<file path="config.mk">
export PLATFORM = sky130hd
export DESIGN_NAME = bin_to_bcd_seq
export DESIGN_NICKNAME = d
export VERILOG_FILES = /design/src/rtl/bcd_pkg.sv /design/src/rtl/bcd_add3.sv /design/src/rtl/bin_to_bcd_seq.sv
export SDC_FILE = /design/constraint.sdc
export NUM_CORES = 1
export LEC_CHECK = 0
export CAP_MARGIN = 20
export CELL_PAD_IN_SITES_DETAIL_PLACEMENT = 0
export CELL_PAD_IN_SITES_GLOBAL_PLACEMENT = 1
export CORE_AREA = 2 2 71 73
export CTS_CLUSTER_DIAMETER = 30
export CTS_CLUSTER_SIZE = 16
export DETAILED_ROUTE_END_ITERATION = 12
export DIE_AREA = 0 0 73 75
export PLACE_DENSITY_LB_ADDON = 0.3
export SLEW_MARGIN = 0
export SYNTH_ARGS = -nofsm -noshare
export SYNTH_HDL_FRONTEND = slang
export SYNTH_SLANG_ARGS = --single-unit
</file>
<file path="constraint.sdc">
create_clock -name clk -period 1.6 [get_ports clk]
set_input_delay 0.16 -clock clk [delete_from_list [all_inputs] [get_ports clk]]
set_output_delay 0.16 -clock clk [all_outputs]
set_load 0.05 [all_outputs]
</file>
<file path="src/rtl/bcd_pkg.sv">
// Shared definitions for the sequential binary-to-BCD converter.
package bcd_pkg;

    typedef enum logic [1:0] {
        IDLE,
        CONVERT,
        DONE
    } state_t;

    localparam int BCD_W = 4;

    // True when DIGITS decimal digits can hold every BIN_W-bit unsigned value.
    function automatic bit digits_legal(input int bin_w, input int digits);
        longint p10;
        p10 = 1;
        for (int i = 0; i < digits; i++) begin
            p10 = p10 * 10;
        end
        return p10 >= (longint'(1) << bin_w);
    endfunction

endpackage

</file>
<file path="src/rtl/bcd_add3.sv">
// Double-dabble digit correction: a nibble of 5 or more gets +3 before the shift.
module bcd_add3
    import bcd_pkg::*;
(
    input  logic [BCD_W-1:0] nib,
    output logic [BCD_W-1:0] adj
);

    // Input never exceeds 9, so the 4-bit sum cannot overflow.
    assign adj = (nib >= BCD_W'(5)) ? nib + BCD_W'(3) : nib;

endmodule

</file>
<file path="src/rtl/bin_to_bcd_seq.sv">
// Sequential binary-to-BCD converter, one input bit per clock (shift-add-3).
module bin_to_bcd_seq
    import bcd_pkg::*;
#(
    parameter int BIN_W  = 8,
    parameter int DIGITS = 3
) (
    input  logic                      clk,
    input  logic                      rst_n,
    input  logic                      start,
    input  logic [BIN_W-1:0]          bin,
    output logic                      busy,
    output logic                      done,
    output logic [BCD_W*DIGITS-1:0]   bcd_out
);

    localparam int BCD_TOT = BCD_W * DIGITS;
    localparam int SR_W    = BCD_TOT + BIN_W;
    localparam int CNT_W   = $clog2(BIN_W + 1);

    generate
        if (!digits_legal(BIN_W, DIGITS)) begin : g_illegal
            $error("bin_to_bcd_seq: DIGITS=%0d cannot represent BIN_W=%0d", DIGITS, BIN_W);
        end
    endgenerate

    state_t             state;
    state_t             state_next;
    logic [SR_W-1:0]    shift_reg;
    logic [CNT_W-1:0]   cnt;
    logic [BCD_TOT-1:0] upper_adj;
    logic [SR_W-1:0]    adjusted;
    logic [SR_W-1:0]    shifted;

    // Adjust stage: correct every digit of the upper field, then shift left once.
    genvar d;
    generate
        for (d = 0; d < DIGITS; d++) begin : g_digit
            bcd_add3 u_add3 (
                .nib (shift_reg[BIN_W + BCD_W*d +: BCD_W]),
                .adj (upper_adj[BCD_W*d +: BCD_W])
            );
        end
    endgenerate

    assign adjusted = {upper_adj, shift_reg[BIN_W-1:0]};
    assign shifted  = adjusted << 1;

    always_comb begin
        state_next = state;
        case (state)
            IDLE:    if (start) state_next = CONVERT;
            CONVERT: if (cnt == CNT_W'(1)) state_next = DONE;
            DONE:    state_next = IDLE;
            default: state_next = IDLE;
        endcase
    end

    assign busy = (state != IDLE);
    assign done = (state == DONE);

    always_ff @(posedge clk) begin
        if (!rst_n) begin
            state     <= IDLE;
            shift_reg <= '0;
            cnt       <= '0;
            bcd_out   <= '0;
        end else begin
            state <= state_next;
            case (state)
                IDLE: begin
                    if (start) begin
                        shift_reg <= {{BCD_TOT{1'b0}}, bin};
                        cnt       <= CNT_W'(BIN_W);
                    end
                end
                CONVERT: begin
                    shift_reg <= shifted;
                    cnt       <= cnt - CNT_W'(1);
                    // Publish only the finished digits, never intermediate shifts.
                    if (cnt == CNT_W'(1)) begin
                        bcd_out <= shifted[SR_W-1:BIN_W];
                    end
                end
                default: ;
            endcase
        end
    end

endmodule

</file>
==> results.tsv <==
metric	value	unit
outcome	finished clean	
synth_top_cell_by_area	dfxtp_1	
area_delta_synth_final	25.49	%
yosys.area_share.adder	5.556	%
end_kind	output pin	
yosys_warnings	0	
grt_setup_unrepaired	false	
synth-seq-cells	38	
initial_core_util	38.66	%
largest_register_ffs	20	
clkPwrFrac	34.1	%
drt_pre_antenna_iters	4	
syn_avg_cell_area	8.832	um^2
antenna_found_initial	0	
track_usage	15.77	%
tightestPinTransition	0.2939	ns
mostFrequentLayoutCell	nor2_1	
internal_power	0.001462	W
wirelength	4004	um
antenna_left	0	
synth_mux_area_share	3.611	%
diodes	0	
synth_top_area_share	42.22	%
dieArea	5475	um^2
post-route-min-period	1.483	ns
drt-wirelength-per-cell	13.62	um
synthesis.area	1802	um^2
post_route_cells_drive_above_1_share	23.33	%
crit_required	1.44	ns
grt_overflow	0	
startpoint_type	register	
comb_power_share	14.6	%
crit_fanout	12	
grt_pass1_vias	1401	
grt_pass1_wl	6617	um
clkTransAtPathRegs	0.08	ns
clk_latency	0.28	ns
synthTopCellsByArea	dfxtp_1 (42%), nor2_1 (8.3%), ha_1 (5.6%), a21oi_1 (4.7%), o22ai_1 (4.2%)	
post-dp-hpwl	2905	um
p_seq_share	51.4	%
slew_headroom	80.20	%
core_area	4661	um^2
power_density	875.9	nW/um^2
synth.distinct_cells	37	
place.gp.congestion	0.8523	
synth_nets	223	
hold_class	reg2reg	
switching_share	26.17	%
peakVddDrop	0.5323	mV
clock.fmax	0.6743	GHz
grt_max_degree	19	
netlist_instances	204	
period_share	92.69	%
via_count	1537	
design.portCount	25	
htreeDepth	2	
fp-row-count	25	
drt_iter0_markers	94	
hold_viol	0	
cts_tree	built	
portBuffers	24	
finalMaxSlewViolations	0	
multi_input_area	947.2	um^2
fin_ws	0.1170	ns
synth_xor_area_share	1.458	%
finClkSkew	0.007059	ns
seqCellArea	762.0	um^2
synth_compound_area_share	22.85	%
synthFlopType	dfxtp_1	
arrival	1.32	ns
cts-buffers-inserted	5	
cts_hold_buf	0	
layout_common_cells	nor2_1 (40), dfxtp_1 (37), buf_4 (25), a21oi_1 (14), o22ai_1 (11)	
synth_top_family_by_area	compound AO/OA/AOI/OAI gates	
dieHeight	75	um
critPathKind	reg2out	
die_w	73	um
synth-edff-count	0	
drc	0	
fin_nets	258	
fillers	460	
via_per_inst	5.228	
finalSetupTns	0	ns
cts-root-buf	clkbuf_8	
ys_seq_area_share	42.22	%
p_leak	0.8800	nW
maxCapViolCount	0	
dp_slack	0.06244	ns
cts.sinks	38	
finalSetupViolCount	0	
power.switching	0.0005183	W
clock_path_buffers	2	
async_flop_share	0	%
yosys.area_share.simple	17.92	%
[cells in the mapped netlist (4+ instances only)]
cell type and count:
ha_1 8, buf_6 4, nor2_1 40, o22ai_1 12
o221ai_1 7, o21ai_0 7, nand2_1 9, dfxtp_1 38
nor3b_1 6, mux2_2 4, inv_1 9, a21oi_1 17
[worst max-delay path, stage by stage, from the launching register on]
cell	delay [ns]
dfxtp_1	0.36
buf_4	0.20
or2_2	0.33
buf_12	0.15
[kinds of logic (layout without fill, tap and decap cells)]
logic type	Yosys count	after routing
mux	6	6
xor+xnor	3	3
compound gates	60	60
simple gates	68	68
buf+inv	21	57
fa+ha+maj	8	8
flops	38	38
[layout make-up]
cell class | count | share of cell area [%]
Clock buffer | 6 | 3.652
Clock inverter | 2 | 0.5534
Inverter | 11 | 1.826
Multi-Input combinational cell | 145 | 41.89
Sequential cell | 38 | 33.70
Tap cell | 54 | 2.988
Timing Repair Buffer | 38 | 15.38
[through the flow]
step | hold slack (ns) | power, W | cells | util [%] | instance area, um^2
floorplan | 0.4060 | 0.001226 | 204 | - | 1802
global placement | 0.4573 | 0.001323 | 286 | 45.99 | 2143
detailed placement | 0.4608 | 0.001326 | 286 | 45.99 | 2143
CTS | 0.4755 | 0.002002 | 294 | 48.03 | 2238
global route | 0.5043 | 0.002082 | 294 | 48.51 | 2261
finish | 0.4751 | 0.001980 | 294 | 48.51 | 2261
[power by group through the flow]
| stage | sequential, W | combinational [W] | clock [W] |
|---|---|---|---|
| after global placement | 0.00104 | 0.000285 | 0 |
| after floorplan | 0.00105 | 0.000180 | 0 |
| after CTS | 0.00102 | 0.000288 | 0.000698 |
| after detailed placement | 0.00104 | 0.000287 | 0 |
| final | 0.00102 | 0.000288 | 0.000675 |
| after global routing | 0.00102 | 0.000318 | 0.000741 |
[worst paths after layout]
| check | endpoint | depth (start not counted) | slack, ns | startpoint |
|---|---|---|---|---|
| worst max-delay path | busy | 3 | 0.12 | state[0] |
| worst min-delay path | bcd_out[9] | 2 | 0.48 | bcd_out[9] |
| worst max register to register | bcd_out[6] | 6 | 0.13 | shift_reg[13] |
| worst min register to register | bcd_out[9] | 2 | 0.48 | bcd_out[9] |
[layer usage]
metal  share of wire, %  track usage (%)
met2                 46            25.33
met4               0.52            4.321
met3                2.6            4.819
met5                  0                0
met1                 51            20.63
[what timing repair did]
action / 4_1_cts / 5_1_grt
gates resized for setup: 0 / 6
hold endpoints to repair: 0 / 0
endpoints found under the setup margin: 0 / 8
setup buffers: 0 / 0
No activity file was read; power rests on OpenSTA's default activity.
